--- config.mk ---
export PLATFORM = sky130hd
export DESIGN_NAME = uart_rx_cfg
export DESIGN_NICKNAME = d
export VERILOG_FILES = /design/src/rtl/uart_rx_cfg.sv
export SDC_FILE = /design/constraint.sdc
export NUM_CORES = 1
export LEC_CHECK = 0
export ABC_AREA = 1
export CORE_MARGIN = 4
export CORE_UTILIZATION = 40
export CTS_BUF_LIST = sky130_fd_sc_hd__clkbuf_8
export CTS_CLUSTER_SIZE = 20
export DETAILED_ROUTE_END_ITERATION = 16
export PLACE_DENSITY = 0.64
export SETUP_SLACK_MARGIN = 0.2
export SKIP_LAST_GASP = 1
export SYNTH_ARGS = -nofsm -noshare
export SYNTH_HDL_FRONTEND = slang
export SYNTH_SLANG_ARGS = --single-unit
--- constraint.sdc ---
create_clock -name clk -period 3.99 [get_ports clk]
set_input_delay 0.798 -clock clk [delete_from_list [all_inputs] [get_ports clk]]
set_output_delay 0.798 -clock clk [all_outputs]
set_load 0.01 [all_outputs]
--- src/rtl/uart_rx_cfg.sv ---
// Parametrised UART receiver: 2-FF synchronised rx, mid-bit sampling, valid/ready delivery.
// Define UART_RX_PARITY_EN to expect one parity bit (odd/even via PARITY_ODD) after the data.
module uart_rx_cfg #(
    parameter int unsigned DATA_BITS    = 8,
    parameter int unsigned CLKS_PER_BIT = 16,
    parameter int unsigned STOP_BITS    = 1,
    parameter int unsigned PARITY_ODD   = 0
) (
    input  logic                 clk,
    input  logic                 rst,
    input  logic                 rx,
    output logic [DATA_BITS-1:0] result,
    output logic                 valid,
    input  logic                 ready,
    output logic                 frame_err,
    output logic                 parity_err,
    output logic                 overrun,
    output logic                 busy
);

    localparam int unsigned CW = $clog2(CLKS_PER_BIT);
    localparam int unsigned BW = $clog2(DATA_BITS + 1);
    localparam logic [CW-1:0] CNT_MID   = CW'(CLKS_PER_BIT / 2 - 1);
    localparam logic [CW-1:0] CNT_END   = CW'(CLKS_PER_BIT - 1);
    localparam logic [BW-1:0] LAST_BIT  = BW'(DATA_BITS - 1);
    localparam logic          LAST_STOP = 1'(STOP_BITS - 1);

    if (DATA_BITS < 5 || DATA_BITS > 9) begin : g_chk_data_bits
        $error("uart_rx_cfg: DATA_BITS must be 5..9");
    end
    if (CLKS_PER_BIT < 4 || (CLKS_PER_BIT % 2) != 0) begin : g_chk_clks
        $error("uart_rx_cfg: CLKS_PER_BIT must be even and >= 4");
    end
    if (STOP_BITS < 1 || STOP_BITS > 2) begin : g_chk_stop
        $error("uart_rx_cfg: STOP_BITS must be 1 or 2");
    end
    if (PARITY_ODD > 1) begin : g_chk_parity
        $error("uart_rx_cfg: PARITY_ODD must be 0 or 1");
    end

    typedef enum logic [2:0] {
        StIdle,
        StStart,
        StData,
        StParity,
        StStop
    } state_e;

    state_e               state;
    logic                 rx_meta;
    logic                 rx_s;
    logic                 armed;
    logic [CW-1:0]        cnt;
    logic [BW-1:0]        bitcnt;
    logic                 stopcnt;
    logic [DATA_BITS-1:0] shreg;
    logic                 ferr_acc;
    logic                 done;

`ifdef UART_RX_PARITY_EN
    localparam logic PAR_ODD = (PARITY_ODD != 0);
    logic perr_acc;
    logic perr_held;
    assign parity_err = perr_held;
`else
    assign parity_err = 1'b0;
`endif

    assign busy = (state != StIdle);

    always_ff @(posedge clk) begin
        if (rst) begin
            rx_meta   <= 1'b1;
            rx_s      <= 1'b1;
            armed     <= 1'b0;
            state     <= StIdle;
            cnt       <= '0;
            bitcnt    <= '0;
            stopcnt   <= 1'b0;
            shreg     <= '0;
            ferr_acc  <= 1'b0;
            done      <= 1'b0;
            result    <= '0;
            valid     <= 1'b0;
            frame_err <= 1'b0;
            overrun   <= 1'b0;
`ifdef UART_RX_PARITY_EN
            perr_acc  <= 1'b0;
            perr_held <= 1'b0;
`endif
        end else begin
            rx_meta <= rx;
            rx_s    <= rx_meta;
            if (rx_s) begin
                armed <= 1'b1;
            end
            done    <= 1'b0;
            overrun <= 1'b0;
            cnt     <= cnt + 1'b1;

            unique case (state)
                StIdle: begin
                    cnt <= '0;
                    if (armed && !rx_s) begin
                        state <= StStart;
                    end
                end
                StStart: begin
                    if (cnt == CNT_MID) begin
                        cnt      <= '0;
                        bitcnt   <= '0;
                        stopcnt  <= 1'b0;
                        ferr_acc <= 1'b0;
                        // A high line at mid-start is a glitch, not a frame.
                        state    <= rx_s ? StIdle : StData;
                    end
                end
                StData: begin
                    if (cnt == CNT_END) begin
                        cnt    <= '0;
                        shreg  <= {rx_s, shreg[DATA_BITS-1:1]};
                        bitcnt <= bitcnt + 1'b1;
                        if (bitcnt == LAST_BIT) begin
`ifdef UART_RX_PARITY_EN
                            state <= StParity;
`else
                            state <= StStop;
`endif
                        end
                    end
                end
                StParity: begin
                    if (cnt == CNT_END) begin
                        cnt   <= '0;
`ifdef UART_RX_PARITY_EN
                        perr_acc <= ((^shreg) ^ rx_s) != PAR_ODD;
`endif
                        state <= StStop;
                    end
                end
                StStop: begin
                    if (cnt == CNT_END) begin
                        cnt     <= '0;
                        stopcnt <= stopcnt + 1'b1;
                        if (!rx_s) begin
                            ferr_acc <= 1'b1;
                        end
                        // Leave at mid-stop so the next start edge is caught early.
                        if (stopcnt == LAST_STOP) begin
                            state <= StIdle;
                            done  <= 1'b1;
                        end
                    end
                end
                default: state <= StIdle;
            endcase

            if (done) begin
                if (!valid || ready) begin
                    result    <= shreg;
                    valid     <= 1'b1;
                    frame_err <= ferr_acc;
`ifdef UART_RX_PARITY_EN
                    perr_held <= perr_acc;
`endif
                end else begin
                    overrun <= 1'b1;
                end
            end else if (valid && ready) begin
                valid     <= 1'b0;
                frame_err <= 1'b0;
`ifdef UART_RX_PARITY_EN
                perr_held <= 1'b0;
`endif
            end
        end
    end

endmodule

==> flow_metrics.py, run 1 <==
metrics = {
    "worst_setup_path": {
        "critical_path.slowest_cell": "sky130_fd_sc_hd__clkdlybuf4s50_1",
        "timing.critical_path.cells": "nor2_2 -> nand2_1 -> clkdlybuf4s50_1",
        "critical_path.n_buffers_inverters": 1,
        "crit_family": "buffers and inverters",
        "critical_path.endpoint_type": "output pin",
        "critical_path_class": "register to output pin",
        "timing.critical_path.arrival_ps": 1610,
        "cp_max_fo": 7,
        "critPathRequiredTime_ps": 3190,
        "type_of_element_launching_the_critical_path": "register",
        "cp_slowest_stage_delay_ps": 500,
    },
    "routing": {
        "drc_errors": 0,
        "viasPerCell": 4.64,
        "avgRoutedWirePerCell_um": 10.4,
        "detailroute.via_count": 1299,
        "drt_pre_antenna_iters": 5,
        "drc_violation_total_after_the_first_tritonroute_iteration": 24,
        "wirelength_um": 2900,
        "antenna_violating_nets_post_route": 0,
    },
    "sta": {
        "finalWorstPathRequiredPeriod_ps": 2410,
        "relSlewSlack_pct": 62.6,
        "max_clock_freq_mhz": 415,
        "worstMarginPinSlew_ps": 561,
        "hold_ws_ps": 408,
        "slew_viol_final": 0,
        "post_route_clock_period_utilization_pct": 60.4,
        "total_negative_slack_ps": 0,
        "setup_violation_total_in_the_final_timing_report": 0,
        "hold_violations": 0,
        "rsz0062_at_grt": "no",
        "finClkSkew_ps": 6.58,
    },
    "global_routing": {
        "grt_ovf": 0,
        "wire_length_of_the_first_global_routing_pass_um": 5120,
        "grt_usage_pct": 12.7,
        "grt_max_degree": 24,
        "grt_pass1_vias": 1142,
        "antenna_violations_before_repair": 0,
    },
    "floorplanning": {
        "core_area_mm2": 0.00372,
        "design.die.area_mm2": 0.00497,
        "die-height_um": 70.5,
        "row_count": 22,
        "die_w_um": 70.5,
        "floorplan.initialDensity_pct": 42.0,
        "floorplan.io_pins": 17,
    },
    "power_and_ir_drop": {
        "switchingPower_mw": 0.394,
        "vdd.ir_drop.worst_uv": 300,
        "power.sequential.fraction_pct": 41.1,
        "switching_power_share_of_the_total_pct": 37.6,
        "power-per-cell-area_mw_per_mm2": 567,
        "total_leakage_power_nw": 0.810,
        "power.share.combinational_pct": 33.9,
        "intPower_mw": 0.655,
        "p_clk_share_pct": 25.0,
    },
    "placement": {
        "number_of_port_buffers": 15,
        "post-dp-hpwl_um": 2170,
        "routabilityCongestion": 0.903,
    },
    "final_layout": {
        "area.growth.synth_to_final_pct": 18.5,
        "drive_gt1_share_pct": 11.6,
        "num-fill-cells": 379,
        "finalCoreUtilization_pct": 49.8,
        "number_of_nets_in_the_layout": 237,
        "multi_input_logic_area_um2": 737,
        "antenna-diode-count": 0,
        "final-seq-area_um2": 721,
    },
    "clock_tree": {
        "hold_buffers": 0,
        "clock_tree.buffer_depth": 2,
        "cts_root_buffer": "sky130_fd_sc_hd__clkbuf_8",
        "clk-insertion-delay-late_ps": 280,
        "clock_sink_count": 36,
        "cts-resized-gates": 0,
        "cts_tree": "yes",
        "cts_inserted_buffers": 5,
        "postCtsSetupRepairBufs": 0,
        "clkTransAtPathRegs_ps": 70,
        "htree_levels": 2,
    },
    "worst_hold_path": {
        "timing.hold.worst.class": "register to register",
    },
    "yosys": {
        "count_of_warnings_emitted_by_yosys": 0,
        "ys_seq_area_share_pct": 46.2,
        "syn-mean-instance-area_um2": 7.33,
        "synthCells": 213,
        "netlist_area_pre_place_mm2": 0.00156,
        "netlist-cell-type-count": 27,
        "postSynthRegisterBits": 36,
        "syn_nets": 219,
    },
    "status": {
        "run_status": "completed",
    },
    "job": {
        "max-cap-violations": 0,
    },
}
==> worst reg2reg max path, stage by stage (launching register included) <==
cell and delay [ps]:
sky130_fd_sc_hd__dfxtp_1 370, sky130_fd_sc_hd__ha_1 200, sky130_fd_sc_hd__nand2_1 100, sky130_fd_sc_hd__nor2_1 250, sky130_fd_sc_hd__inv_1 70, sky130_fd_sc_hd__nand2_1 140
sky130_fd_sc_hd__nand3_1 90, sky130_fd_sc_hd__nor2_1 160, sky130_fd_sc_hd__nand2_1 70, sky130_fd_sc_hd__nand2_1 60, sky130_fd_sc_hd__nor2_1 40
==> state kept, by name (all words and copies together) (netlist names) <==
register,cells
rx_meta,1
frame_err,1
overrun,1
bitcnt,4
valid,1
cnt,4
rx_s,1
stopcnt,1
armed,1
result,8
ferr_acc,1
shreg,8
state,3
done,1
==> cell usage after synthesis <==
library cell	number	area (µm²)
sky130_fd_sc_hd__nor3_2	1	10.0
sky130_fd_sc_hd__conb_1	1	3.75
sky130_fd_sc_hd__clkbuf_1	4	15.0
sky130_fd_sc_hd__o21ai_0	17	85.1
sky130_fd_sc_hd__nor2_2	5	31.3
sky130_fd_sc_hd__nand2_1	34	128
sky130_fd_sc_hd__nand3_4	1	17.5
sky130_fd_sc_hd__o21ai_1	1	5.00
sky130_fd_sc_hd__buf_4	1	7.51
sky130_fd_sc_hd__nor2_4	2	22.5
sky130_fd_sc_hd__inv_2	2	7.51
sky130_fd_sc_hd__nor3_1	3	15.0
sky130_fd_sc_hd__nor2_1	51	191
sky130_fd_sc_hd__a21oi_4	1	16.3
sky130_fd_sc_hd__nand2_2	2	12.5
sky130_fd_sc_hd__a21oi_1	9	45.0
sky130_fd_sc_hd__o211ai_1	1	7.51
sky130_fd_sc_hd__or2_2	2	12.5
sky130_fd_sc_hd__dfxtp_1	36	721
sky130_fd_sc_hd__nand3_1	13	65.1
sky130_fd_sc_hd__inv_1	17	63.8
sky130_fd_sc_hd__ha_1	2	25.0
sky130_fd_sc_hd__xor2_1	2	17.5
sky130_fd_sc_hd__nand3_2	2	20.0
sky130_fd_sc_hd__clkinv_1	1	3.75
sky130_fd_sc_hd__nand4_1	1	6.26
sky130_fd_sc_hd__inv_4	1	6.26
==> power groups by stage <==
stage / logic (mW) / clock network (mW) / registers, mW
after detailed placement: 0.357 / 0 / 0.437
after floorplan: 0.281 / 0 / 0.428
final: 0.355 / 0.263 / 0.431
after global placement: 0.357 / 0 / 0.438
after CTS: 0.358 / 0.272 / 0.430
after global routing: 0.404 / 0.287 / 0.436
==> metal layers <==
layer	up-vias	wire, µm	track usage [%]
li1	708	-	-
met1	560	1530	17.3
met2	27	1170	18.6
met3	4	165	4.46
met4	0	29	4.04
met5	-	0	0
==> cell usage in the layout (no fill, tap or decap), types with 2 or more instances in the layout <==
master	instances
sky130_fd_sc_hd__inv_1	18
sky130_fd_sc_hd__inv_2	2
sky130_fd_sc_hd__o21ai_0	17
sky130_fd_sc_hd__nand2_2	2
sky130_fd_sc_hd__xor2_1	2
sky130_fd_sc_hd__clkbuf_8	6
sky130_fd_sc_hd__ha_1	2
sky130_fd_sc_hd__nor2_4	2
sky130_fd_sc_hd__clkdlybuf4s50_1	15
sky130_fd_sc_hd__nand3_2	2
sky130_fd_sc_hd__nor3_1	3
sky130_fd_sc_hd__nand3_1	13
sky130_fd_sc_hd__nand2_1	34
sky130_fd_sc_hd__dfxtp_1	36
sky130_fd_sc_hd__nor2_2	5
sky130_fd_sc_hd__a21oi_1	9
sky130_fd_sc_hd__nor2_1	51
sky130_fd_sc_hd__or2_2	2
==> layout make-up <==
cell class,count,area share (%)
Clock buffer,6,4.46
Inverter,21,4.39
Timing Repair Buffer,16,8.52
Multi-Input combinational cell,151,39.8
Sequential cell,36,38.9
Tap cell,48,3.25
Clock inverter,2,0.609
==> worst paths after layout <==
| check | start | to | slack, ps | cells after the start |
|---|---|---|---|---|
| worst max-delay path | state[0] | busy | 1580 | 3 |
| worst min-delay path | rx_meta | rx_s | 410 | 1 |
| worst max register to register | cnt[0] | state[1] | 2340 | 10 |
| worst min register to register | rx_meta | rx_s | 410 | 1 |
==> cells by family (layout without fill, tap and decap cells) <==
family | Yosys count | after routing | share of synthesized area [%]
AOI/OAI and AO/OA | 29 | 29 | 10.2
xor gates and xnor gates | 2 | 2 | 1.12
adders and majority gates | 2 | 2 | 1.60
buffers and inverters | 26 | 45 | 6.65
DFF | 36 | 36 | 46.2
other | 1 | 1 | 0.240
and+or+nand+nor | 117 | 117 | 34.1
==> metrics by stage <==
step	total power, mW	instances	setup slack [ps]	area [µm²]
final	1.05	280	1580	1850
after floorplan	0.709	213	2470	1560
after global routing	1.13	280	1500	1850
after CTS	1.06	280	1570	1850
after detailed placement	0.795	272	1770	1760
after global placement	0.795	272	1800	1760
(Power assumes the default switching activity.)
==> run 2: changes to the inputs <==
PLACE_DENSITY = 0.66   (was 0.64)
clock period = 2 ns   (was 3.99 ns; I/O delays follow)
==> run 2 against run 1 <==
  * Power grew 110%
  * Non-clock buffer count grew 2
  * Wire length shrank 0.45%
  * Die area is the same
  * Critical path depth is the same
==> flow_metrics.py, run 2 (same netlist as run 1, synthesis figures left out) <==
metrics = {
    "worst_setup_path": {
        "critical_path.endpoint_type": "output pin",
        "timing.critical_path.arrival_ps": 1250,
        "cp_max_fo": 7,
        "critical_path_class": "register to output pin",
        "type_of_element_launching_the_critical_path": "register",
        "critPathRequiredTime_ps": 1600,
    },
    "power_and_ir_drop": {
        "power-per-cell-area_mw_per_mm2": 1160,
        "total_leakage_power_nw": 0.831,
        "vdd.ir_drop.worst_uv": 957,
    },
    "sta": {
        "slew_viol_final": 0,
        "max_clock_freq_mhz": 606,
        "total_negative_slack_ps": 0,
        "setup_violation_total_in_the_final_timing_report": 0,
        "hold_violations": 0,
        "finalWorstSetupSlack_ps": 350,
        "finClkSkew_ps": 4.93,
        "rsz0062_at_grt": "no",
        "finalWorstPathRequiredPeriod_ps": 1650,
        "post_route_clock_period_utilization_pct": 82.5,
    },
    "routing": {
        "antenna_violating_nets_post_route": 0,
        "avgRoutedWirePerCell_um": 10.2,
        "viasPerCell": 4.61,
        "detailroute.via_count": 1300,
        "drt_pre_antenna_iters": 5,
        "drc_violation_total_after_the_first_tritonroute_iteration": 56,
        "drc_errors": 0,
        "wirelength_um": 2890,
    },
    "clock_tree": {
        "cts_tree": "yes",
        "htree_levels": 2,
        "clk-insertion-delay-late_ps": 290,
        "clock_sink_count": 36,
        "hold_buffers": 0,
        "clock_tree.buffer_depth": 2,
        "cts_inserted_buffers": 5,
        "clkTransAtPathRegs_ps": 70,
        "cts_root_buffer": "sky130_fd_sc_hd__clkbuf_8",
    },
    "floorplanning": {
        "die-height_um": 70.5,
        "design.die.area_mm2": 0.00497,
        "floorplan.io_pins": 17,
        "row_count": 22,
        "floorplan.initialDensity_pct": 42.0,
        "die_w_um": 70.5,
        "core_area_mm2": 0.00372,
    },
    "final_layout": {
        "antenna-diode-count": 0,
        "layout_top_registers": "result x8, shreg x8",
        "number_of_nets_in_the_layout": 239,
        "mostFrequentLayoutCells": "sky130_fd_sc_hd__nor2_1, sky130_fd_sc_hd__nand2_1, sky130_fd_sc_hd__dfxtp_1",
        "layout_commonest_cell": "sky130_fd_sc_hd__nor2_1",
        "area.growth.synth_to_final_pct": 21.4,
        "num-fill-cells": 373,
        "non_filler_cell_area_final_mm2": 0.00190,
        "drive_gt1_share_pct": 14.5,
    },
    "global_routing": {
        "grt_pass1_vias": 1160,
        "grt_max_degree": 18,
        "grt_ovf": 0,
        "wire_length_of_the_first_global_routing_pass_um": 5070,
        "grt_usage_pct": 12.5,
        "antenna_violations_before_repair": 0,
    },
    "status": {
        "run_status": "completed",
    },
    "placement": {
        "placement.setup.worst_slack_ps": 326,
        "post-dp-hpwl_um": 2090,
        "routabilityCongestion": 0.877,
        "postPlaceCellArea_mm2": 0.00177,
        "number_of_port_buffers": 15,
    },
    "job": {
        "max-cap-violations": 0,
    },
    "worst_hold_path": {
        "timing.hold.worst.class": "register to register",
    },
}
-- run 2: worst max-delay path, cell delays in order (launching register included) --
cell	delay [ps]
sky130_fd_sc_hd__dfxtp_2	370
sky130_fd_sc_hd__nor2_4	190
sky130_fd_sc_hd__nand2_1	110
sky130_fd_sc_hd__dlygate4sd2_1	300
-- run 2: report_power, final --
part / internal [mW] / switching [mW]
clock network: 0.369 / 0.260
registers: 0.784 / 0.0849
logic: 0.252 / 0.450
-- run 2: what timing repair did --
action                                  in CTS  in global routing
resized for setup                            6                  1
setup buffers                                0                  0
endpoints found under the setup margin       1                  1
pin swaps                                    1                  0
-- run 2: area by class of cell --
type                            instances  area [µm²]  share of cell area, %
Inverter                               21        81.3                   4.29
Sequential cell                        36         727                   38.3
Timing Repair Buffer                   18         171                   9.04
Multi-Input combinational cell        151         744                   39.3
Tap cell                               48        60.1                   3.17
Clock buffer                            5        68.8                   3.63
Clock inverter                          3        42.5                   2.24
-- run 2: routing by layer --
layer	vias up	wire (µm)	global-route usage (%)
met2	30	1190	18.0
met5	-	0	0
met1	554	1530	17.1
met4	0	31	5.74
met3	4	140	3.45
li1	712	-	-
-- run 2: path summary, 6_finish.rpt --
path | from | end | slack, ps | cells after the start
hold reg to reg | rx_meta | rx_s | 420 | 1
setup reg to reg | cnt[0] | state[1] | 370 | 10
hold / removal | rx_meta | rx_s | 420 | 1
setup / recovery | state[1] | busy | 350 | 3
-- run 2: stage by stage --
step	util, %	cells	hold slack [ps]	power [mW]
after floorplan	-	213	389	1.41
after global placement	47.7	274	401	1.57
after detailed placement	47.7	274	403	1.58
after CTS	50.9	282	423	2.22
after global routing	51.0	282	449	2.35
final	51.0	282	418	2.20
